## config.mk

```make
export PLATFORM = sky130hd
export DESIGN_NAME = mix_digest_fold
export DESIGN_NICKNAME = d
export VERILOG_FILES = /design/src/rtl/mix_digest_fold.sv
export SDC_FILE = /design/constraint.sdc
export NUM_CORES = 1
export LEC_CHECK = 0
export ABC_CLOCK_PERIOD_IN_PS = 20900
export CAP_MARGIN = 40
export CORE_MARGIN = 2
export CORE_UTILIZATION = 57
export CTS_BUF_LIST = sky130_fd_sc_hd__clkbuf_2 sky130_fd_sc_hd__clkbuf_4 sky130_fd_sc_hd__clkbuf_8
export DETAILED_ROUTE_END_ITERATION = 16
export PLACE_DENSITY = 0.88
export RECOVER_POWER = 100
export SYNTH_ARGS = -nofsm -noshare
export SYNTH_HDL_FRONTEND = slang
export SYNTH_SLANG_ARGS = --single-unit
export TNS_END_PERCENT = 50
```

## constraint.sdc

```tcl
create_clock -name clk -period 20.9 [get_ports clk]
set_input_delay 6.27 -clock clk [delete_from_list [all_inputs] [get_ports clk]]
set_output_delay 6.27 -clock clk [all_outputs]
set_load 0.03 [all_outputs]
```

## src/rtl/mix_digest_fold.sv

```systemverilog
// Folds 256-bit state snapshots word by word into a 32-bit rotate-xor digest.
// Latency: accept edge plus 8 fold edges per snapshot. out_valid rises after the 8th fold of the VECTORS-th snapshot.
// Backpressure: in_ready is low while folding or emitting. The digest holds in EMIT until out_ready.
//
// Ports:
//   clk, rst                   single clock; asynchronous active-high reset
//   in_valid/in_ready/in_data  snapshot input; word i at bits [32i+31:32i]
//   out_valid/out_ready        digest output handshake
//   out_digest                 completed 32-bit digest
//   busy                       high while folding
module mix_digest_fold #(
    parameter int          VECTORS = 4,
    parameter logic [31:0] SEED    = 32'h0000_0001,
    parameter int          ROT     = 5
) (
    input  logic         clk,
    input  logic         rst,
    input  logic         in_valid,
    output logic         in_ready,
    input  logic [255:0] in_data,
    output logic         out_valid,
    input  logic         out_ready,
    output logic [31:0]  out_digest,
    output logic         busy
);

    // A vector count of 1 would give a zero-width counter, so keep at least one bit.
    localparam int CW = (VECTORS > 1) ? $clog2(VECTORS) : 1;

    typedef enum logic [1:0] {
        S_IDLE = 2'd0,
        S_FOLD = 2'd1,
        S_EMIT = 2'd2
    } state_t;

    state_t          r_state;
    state_t          w_next_state;

    logic [255:0]    r_buf;
    logic [31:0]     r_acc;
    logic [2:0]      r_idx;
    logic [CW-1:0]   r_vec_cnt;
    logic [31:0]     r_digest;

    logic [31:0]     w_word;
    logic [31:0]     w_rot;
    logic [31:0]     w_fold;
    logic            w_last_word;
    logic            w_last_vec;
    logic            w_in_fire;
    logic            w_out_fire;

    // Word select: idx*32 is formed by concatenation to keep the offset 8 bits wide.
    assign w_word      = r_buf[{r_idx, 5'b00000} +: 32];
    assign w_rot       = (r_acc << ROT) | (r_acc >> (32 - ROT));
    assign w_fold      = w_rot ^ w_word;
    assign w_last_word = (r_idx == 3'd7);
    assign w_last_vec  = (r_vec_cnt == CW'(VECTORS - 1));
    assign w_in_fire   = in_valid && in_ready;
    assign w_out_fire  = out_valid && out_ready;

    assign out_digest  = r_digest;

    always_ff @(posedge clk or posedge rst) begin
        if (rst) begin
            r_state <= S_IDLE;
        end else begin
            r_state <= w_next_state;
        end
    end

    always_comb begin
        w_next_state = r_state;
        in_ready     = 1'b0;
        out_valid    = 1'b0;
        busy         = 1'b0;
        case (r_state)
            S_IDLE: begin
                in_ready = 1'b1;
                if (in_valid) begin
                    w_next_state = S_FOLD;
                end
            end
            S_FOLD: begin
                busy = 1'b1;
                if (w_last_word) begin
                    w_next_state = w_last_vec ? S_EMIT : S_IDLE;
                end
            end
            S_EMIT: begin
                out_valid = 1'b1;
                if (out_ready) begin
                    w_next_state = S_IDLE;
                end
            end
            default: begin
                w_next_state = S_IDLE;
            end
        endcase
    end

    always_ff @(posedge clk or posedge rst) begin
        if (rst) begin
            r_buf     <= '0;
            r_acc     <= SEED;
            r_idx     <= '0;
            r_vec_cnt <= '0;
            r_digest  <= '0;
        end else begin
            if (w_in_fire) begin
                r_buf <= in_data;
                r_idx <= '0;
            end
            if (r_state == S_FOLD) begin
                r_acc <= w_fold;
                r_idx <= r_idx + 3'd1;
                if (w_last_word) begin
                    if (w_last_vec) begin
                        r_vec_cnt <= '0;
                        // Digest captures the same value the accumulator takes on this edge.
                        r_digest  <= w_fold;
                    end else begin
                        r_vec_cnt <= r_vec_cnt + 1'b1;
                    end
                end
            end
            if (w_out_fire) begin
                r_acc <= SEED;
            end
        end
    end

endmodule

```

# Word-level counts from Yosys, hierarchy flattened
# Index checks and enable logic that the tools add are counted.
totals:
  ff_bits: 327
  latch_bits: 0
  ramBits: 0
  romBits: 0
  in_bits: 260
  output_inout_bits: 35
  n_memories: 0
op_classes:
  add_sub_neg: 2
  multipliers: 0
  n_div: 0
  n_lt_le_gt_ge: 0
  eq_ne: 7
  shift: 1
  n_mux: 13
  bitwise: 2
  n_reduce_logical: 8
op_table:
  columns: ["operator", "n"]
  rows:
  - ["variable part select 256 x 9 -> 32 bit", 1]
  - ["2-to-1 mux 32 bit", 2]
  - ["OR 32 x 5 -> 32 bit", 1]
  - ["XOR 32 bit", 1]
  - ["2-to-1 mux 2 bit", 5]
  - ["2-to-1 mux 3 bit", 2]
  - ["!= test 2 bit (second input constant)", 3]
  - ["case mux 2 bit (3 select lines)", 1]
  - ["AND reduction 3 bit", 2]
  - ["== test 2 bit (second input constant)", 2]
  - ["nonzero test 2 bit", 2]
  - ["adder 3 x 1 -> 3 bit (second input constant)", 1]
  - ["== test 3 bit (second input constant)", 1]
  - ["2-to-1 mux 1 bit", 3]
  - ["adder 2 x 1 -> 2 bit (second input constant)", 1]
  - ["== test 2 x 1 -> 1 bit (second input constant)", 1]
  - ["logical AND 1 bit", 2]
  - ["logical NOT 2 bit", 1]
  - ["AND reduction 2 bit", 1]

# Depth between registers and ports, before layout
# Gate-level depths: netlist of the first run.
logic_depth:
  word_depth: 5
  ltp_mapped: 8
  ltp_nobuf: 5

# Least setup slack after synthesis of the first run
# Ideal clock, no wire load.
synth_timing:
  path_type: "input port to flip-flop"
  start: "input in_valid"
  end: "register r_buf[64]"
  setup_ps: 65
  arrival_ps: 7165
  required_ps: 20835
  setup_slack_ps: 13669
  path_stages: 6
  cell_sequence: "and2_1 buf_2 clkbuf_1 clkbuf_1 nand2_1 nand2_1"
synth_between:
  elab_chain_len: 1
synth_rtl:
  columns: ["element", "line", "source"]
  rows:
  - ["start: declaration", "18", "input logic in_valid,"]
  - ["logical AND 1 bit", "59", "assign w_in_fire = in_valid && in_ready;"]
  - ["end signal: assignment", "111", "r_buf <= in_data;"]
  - ["end: declaration", "39", "logic [255:0] r_buf;"]
# No other way between the ends.
# A chain may end at the register's enable or synchronous reset.

# Worst setup path after layout of the first run
layout_timing:
  start: "input in_valid"
  end: "register r_buf[114]"
# Same word-level chain as after synthesis.

==> results of run 1 <==
## per-layer routing
layer / wire (microns) / part of all wire
met1: 15600 / 0.41
met2: 18400 / 0.48
met3: 2930 / 0.076
met4: 1390 / 0.036
met5: 13 / 0.00034
## where the power goes
part           leakage, nW  total (mW)  internal [mW]  switching, mW
combinational         4.41        1.07          0.468          0.599
sequential            4.09        1.11          0.927          0.180
clock                0.589       0.572          0.330          0.242
total                 9.09        2.75           1.73           1.02
## synth_stat cells (3+ instances only)
cell,number
nand2_1,837
dfrtp_1,326
clkbuf_1,65
mux4_2,64
o21ai_0,60
mux2i_1,32
xor2_1,32
buf_2,13
o21ai_1,8
buf_4,5
buf_1,3
buf_6,3
ha_1,3
inv_1,3
## registers in the layout, summed over array words and instances, names as in the netlist
signal	flops
r_acc	32
r_idx	3
r_state	2
r_vec_cnt	2
r_buf	256
out_digest	32
## final cells by class
class,count,area [sq um]
Multi-Input combinational cell,1048,5630
Clock buffer,83,1020
Timing Repair Buffer,309,3060
Tap cell,324,405
Inverter,3,12.5
Clock inverter,6,80.1
Fill cell,1593,5980
Antenna cell,4,10.0
Sequential cell,327,8190
## stage by stage
| step | instances | area (sq um) | hold WS (ps) | total power, mW |
|---|---|---|---|---|
| after floorplan | 1467 | 14200 | 440 | 1.80 |
| after global placement | 2006 | 17300 | 452 | 2.09 |
| after detailed placement | 2011 | 17400 | 457 | 2.17 |
| after CTS | 2100 | 18500 | 473 | 2.76 |
| after global routing | 2102 | 18400 | 489 | 2.92 |
| final | 2104 | 18400 | 471 | 2.75 |
## kinds of logic after synthesis
kind of cell	share of synthesized area
AO/OA/AOI/OAI	0.0252
XOR/XNOR	0.0197
adder cells (fa/ha/maj)	0.00264
buffers and inverters	0.0283
flip-flops	0.575
multiplexers	0.125
AND/OR/NAND/NOR	0.224
## worst min-delay path by stage
| stage | slack, ps | from | cells past startpoint | endpoint |
|---|---|---|---|---|
| 2_1_floorplan | 440 | r_buf[106]$_DFFE_PP0P_ | 2 | r_buf[106]$_DFFE_PP0P_ |
| 3_3_place_gp | 450 | r_buf[129]$_DFFE_PP0P_ | 2 | r_buf[129]$_DFFE_PP0P_ |
| 3_5_place_dp | 460 | r_buf[194]$_DFFE_PP0P_ | 2 | r_buf[194]$_DFFE_PP0P_ |
| 4_1_cts | 470 | r_buf[194]$_DFFE_PP0P_ | 2 | r_buf[194]$_DFFE_PP0P_ |
| 5_1_grt | 490 | r_buf[142]$_DFFE_PP0P_ | 2 | r_buf[142]$_DFFE_PP0P_ |
| 6_report | 470 | r_buf[50]$_DFFE_PP0P_ | 2 | r_buf[50]$_DFFE_PP0P_ |
## tightest hold or removal path, cell delays in order, from the launching register on
cell,delay [ps]
dfrtp_1,340
nand2_1,50
nand2_1,50
==> impl_metrics.tcl, run 1 <==
set metrics [dict create \
    hold_violations 0 \
    yosys.area.top_type "dfrtp_1" \
    clkSlewWorstSetupHoldPaths_ps 60 \
    grt_use_met3 0.0651 \
    layout_common_cells "nand2_1, dfrtp_1, clkdlybuf4s50_1" \
    antenna_found_initial 6 \
    drt-total-wl_microns 38400 \
    fp.dieW_microns 162 \
    ys_warn_count 0 \
    cts_root_buf "clkbuf_8" \
    leakage_nw 9.09 \
    grt_pass1_vias 11834 \
    rr_worst_depth 6 \
    avgSynthCellArea_sq_um 9.69 \
    cts_setup_buffers 0 \
    final_util 0.755 \
    grt_use_met1 0.409 \
    r2r-start "r_state[1]$_DFFE_PP0P_" \
    clk_latency_ps 570 \
    vias_per_cell 5.47 \
    first_pass_iters 6 \
    netlist_instances 1467 \
    path_buf_inv 3 \
    maxSlewViolCount 542 \
    crit_type "in -> reg" \
    rows 57 \
    num_vias 11511 \
    top_usage_layer "met2" \
    finalSetupViolations 0 \
    ys_ff_latch 327 \
    drc 0 \
    portBuffers 294 \
    slowest_stage "and2_0" \
    postCtsResizedCells 0 \
    critPathMaxStageDelay_ps 2710 \
    met2_usage 0.479 \
    layout.nets 2004 \
    worst_pin_slew_ps 5210 \
    hp-class "reg -> reg" \
    critPathMaxFanout 76 \
    start_util 0.583 \
    fin_crit_sh 0.610 \
    io_pins 295 \
    async_flop_share 1.00 \
    endpoint "r_buf[114]$_DFFE_PP0P_" \
    hold_buffers 0 \
    crit_path_start_kind "input pin" \
    critPathArrivalTime_ps 13230 \
    synth_top_area_frac 0.574 \
    numCtsBuffers 52 \
    tns_ps 0 \
    grt_overflow 0 \
    maxCapViolCount 8 \
    die_h_microns 162 \
    finalWorstSetupSlack_ps 8150 \
    layout_commonest_cell "nand2_1" \
    grt_pass1_wl_microns 61100 \
    vdd.ir_drop.worst_mv 0.0838 \
    slew-limit-headroom -2.47 \
    clkSinkCount 327 \
    min_period_ps 12750 \
    crit_family "buffers and inverters" \
    synth_cell_type_count 24 \
    synth_ff_type "dfrtp_1" \
    cp.required_ps 21380 \
    antenna_left 0 \
    die-area_sq_um 26200 \
    hpwl_microns 26300 \
    regToRegEndpoint "r_buf[114]$_DFFE_PP0P_" \
    synth-edff-count 0 \
    htreeDepth 2 \
    r2r_slack_ps 13790 \
    drtIter0Drc 973 \
    path_cells "dlygate4sd3_1, and2_0, clkbuf_1, clkbuf_1, nand2_1, nand2_1" \
    grt_max_degree 179 \
    rsz0062_at_grt "false" \
    ys_seq_area_frac 0.575 \
    max_freq_mhz 78.4 \
    cts.path.max_buffers 3 \
    endpoint_kind "flop" \
    syn_to_final_growth_pct 29.5 \
    mappedNetlistArea_sq_um 14200 \
    routedWlPerCell_microns 18.2 \
    pre_cts_slack_ps 12240 \
    powerDensity_nw_per_um2 149 \
    core_area_sq_um 24400 \
    final_layout_size_suffix_gt1_frac 0.0935 \
    violations "capacitance limit, slew limit" \
    synth_nets 1730 \
    cts_tree "done" \
    synth.area.top_cells "dfrtp_1, nand2_1, mux4_2, mux2i_1, o21ai_0" \
    status "finished with violations" \
    finClkSkew_ps 18.8 \
    gp_congestion 0.870 \
    crit_cells 6 \
    worstSetupStartpoint "in_valid" \
    grtUsageTotal 0.300 \
]
(Power assumes the default switching activity.)
==> run 2: changes to the inputs <==
--- a/config.mk
+++ b/config.mk
@@ -5,13 +5,13 @@
 export SDC_FILE = /design/constraint.sdc
 export NUM_CORES = 1
 export LEC_CHECK = 0
-export ABC_CLOCK_PERIOD_IN_PS = 20900
+export ABC_CLOCK_PERIOD_IN_PS = 10400
 export CAP_MARGIN = 40
 export CORE_MARGIN = 2
-export CORE_UTILIZATION = 57
+export CORE_UTILIZATION = 48
 export CTS_BUF_LIST = sky130_fd_sc_hd__clkbuf_2 sky130_fd_sc_hd__clkbuf_4 sky130_fd_sc_hd__clkbuf_8
 export DETAILED_ROUTE_END_ITERATION = 16
-export PLACE_DENSITY = 0.88
+export PLACE_DENSITY = 0.79
 export RECOVER_POWER = 100
 export SYNTH_ARGS = -nofsm -noshare
 export SYNTH_HDL_FRONTEND = slang
==> constraint.sdc (replaced) <==
create_clock -name clk -period 10.4 [get_ports clk]
set_input_delay 3.12 -clock clk [delete_from_list [all_inputs] [get_ports clk]]
set_output_delay 3.12 -clock clk [all_outputs]
set_load 0.03 [all_outputs]
==> impl_metrics.tcl, run 2 (synthesis results as in run 1) <==
set metrics [dict create \
    slowest_stage "clkbuf_1" \
    wl_met3_microns 2570 \
    io_pins 295 \
    syn_to_final_growth_pct 31.0 \
    crit_family "buffers and inverters" \
    hp-class "reg -> reg" \
    r2r-start "r_idx[0]$_DFFE_PP0P_" \
    grt_max_degree 195 \
    critPathMaxStageDelay_ps 2550 \
    vias_per_cell 5.15 \
    dr_wl_met2_microns 17900 \
    layout_common_cells "nand2_1, dfrtp_1, clkdlybuf4s50_1" \
    powerDensity_nw_per_um2 295 \
    path_buf_inv 5 \
    critPathArrivalTime_ps 7610 \
    endpoint_kind "asynchronous set/reset pin" \
    slew-limit-headroom -1.39 \
    status "finished with violations" \
    rows 63 \
    portBuffers 294 \
    die_h_microns 176 \
    r2r_slack_ps 4020 \
    routedWlPerCell_microns 17.4 \
    worst_pin_slew_ps 3590 \
    die-area_sq_um 31000 \
    cts.path.max_buffers 3 \
    tns_ps 0 \
    start_util 0.484 \
    violations "capacitance limit, slew limit" \
    min_from "r_buf[201]$_DFFE_PP0P_" \
    grt_pass1_wl_microns 60500 \
    largest_register_ffs 256 \
    finClkSkew_ps 17.1 \
    clkSlewWorstSetupHoldPaths_ps 60 \
    drc 0 \
    hold_violations 0 \
    clkSinkCount 327 \
    fp.dieW_microns 176 \
    crit_type "in -> async" \
    critPathMaxFanout 66 \
    htreeDepth 2 \
    fin_crit_sh 0.676 \
    placed_area_sq_um 17600 \
    num_vias 11218 \
    gp_congestion 0.815 \
    core_area_sq_um 29400 \
    numCtsBuffers 53 \
    highest_layer "met4" \
    finalSetupViolations 0 \
    worstSetupStartpoint "rst" \
    cts_tree "done" \
    grtUsageTotal 0.249 \
    layout_commonest_cell "nand2_1" \
    max_freq_mhz 142 \
    first_pass_iters 5 \
    min_period_ps 7030 \
    regMostFlops "r_buf" \
    layout.nets 2008 \
    whs_ps 470 \
    vdd.ir_drop.worst_mv 0.125 \
    cts_root_buf "clkbuf_8" \
    maxSlewViolCount 231 \
    clk_latency_ps 560 \
    cp.required_ps 10980 \
    grt_overflow 0 \
    rsz0062_at_grt "false" \
    leakage_nw 9.16 \
    drt-total-wl_microns 38000 \
    design_area_sq_um 18600 \
    cts_setup_buffers 0 \
    postCtsResizedCells 0 \
    antenna_left 0 \
    path_common_cell "clkbuf_1" \
    grt_pass1_vias 11556 \
    path_cells "dlygate4sd3_1, clkinvlp_4, clkbuf_1, clkbuf_1, buf_4" \
    drtIter0Drc 819 \
    maxCapViolCount 5 \
    hpwl_microns 26400 \
    antenna_found_initial 5 \
    hold_buffers 0 \
    crit_path_start_kind "input pin" \
    final_layout_size_suffix_gt1_frac 0.0975 \
    wl_met1_microns 16300 \
]
-- run 2: cell types whose count changed in the layout (fill, tap and decap cells not counted) --
cell / change
buf_16: +3
clkinvlp_2: -1
clkinvlp_4: +1
clkbuf_1: -1
dfrtp_4: -1
o21ai_1: +2
buf_4: +2
clkbuf_8: +10
o21ai_0: -2
buf_12: -1
bufinv_16: -2
clkbuf_4: -3
dfrtp_1: +1
-- run 2: where the power goes --
part	internal (mW)	total, mW	leakage, nW	switching [mW]
Sequential	1.86	2.24	4.09	0.377
Clock	0.680	1.17	0.619	0.495
Combinational	0.940	2.09	4.45	1.15
Total	3.48	5.50	9.16	2.02
-- run 2: path summary, 6_finish.rpt --
kind                                                   end  cells past startpoint
worst max-delay path                 r_buf[84]$_DFFE_PP0P_                      5
worst min-delay path                r_buf[201]$_DFFE_PP0P_                      2
worst max register to register  out_digest[14]$_DFFE_PP0P_                      7
worst min register to register      r_buf[201]$_DFFE_PP0P_                      2
max in group clk                    r_buf[155]$_DFFE_PP0P_                      6
min in group asynchronous            r_buf[67]$_DFFE_PP0P_                      3
-- run 2: area by class of cell --
| cell class | instances | area, sq um |
|---|---|---|
| diodes | 4 | 10.0 |
| flip-flops and latches | 327 | 8190 |
| repair buffers | 312 | 3140 |
| clock inverters | 4 | 20.0 |
| multi-input cells | 1048 | 5630 |
| clock buffers | 90 | 1130 |
| well taps | 390 | 488 |
| fillers | 2352 | 10800 |
| inverters | 3 | 15.0 |
-- run 2: worst min-delay path, cell delays in order (launching register included) --
cell     delay (ps)
dfrtp_1         330
nand2_1          50
nand2_1          60
-- run 2: metrics by stage --
stage	util	std cells	total power [mW]	worst slack, ps
finish	0.633	2178	5.50	3370
global route	0.633	2178	5.88	2600
CTS	0.636	2174	5.54	4930
detailed placement	0.597	2080	4.36	5160
global placement	0.592	2074	4.22	4910
floorplan	-	1467	3.62	2920
-- run 2: layer usage --
| layer | up-vias | global-route usage |
|---|---|---|
| li1 | 5247 | - |
| met5 | - | 0 |
| met2 | 413 | 0.389 |
| met1 | 5469 | 0.350 |
| met3 | 89 | 0.0469 |
| met4 | 0 | 0.0964 |
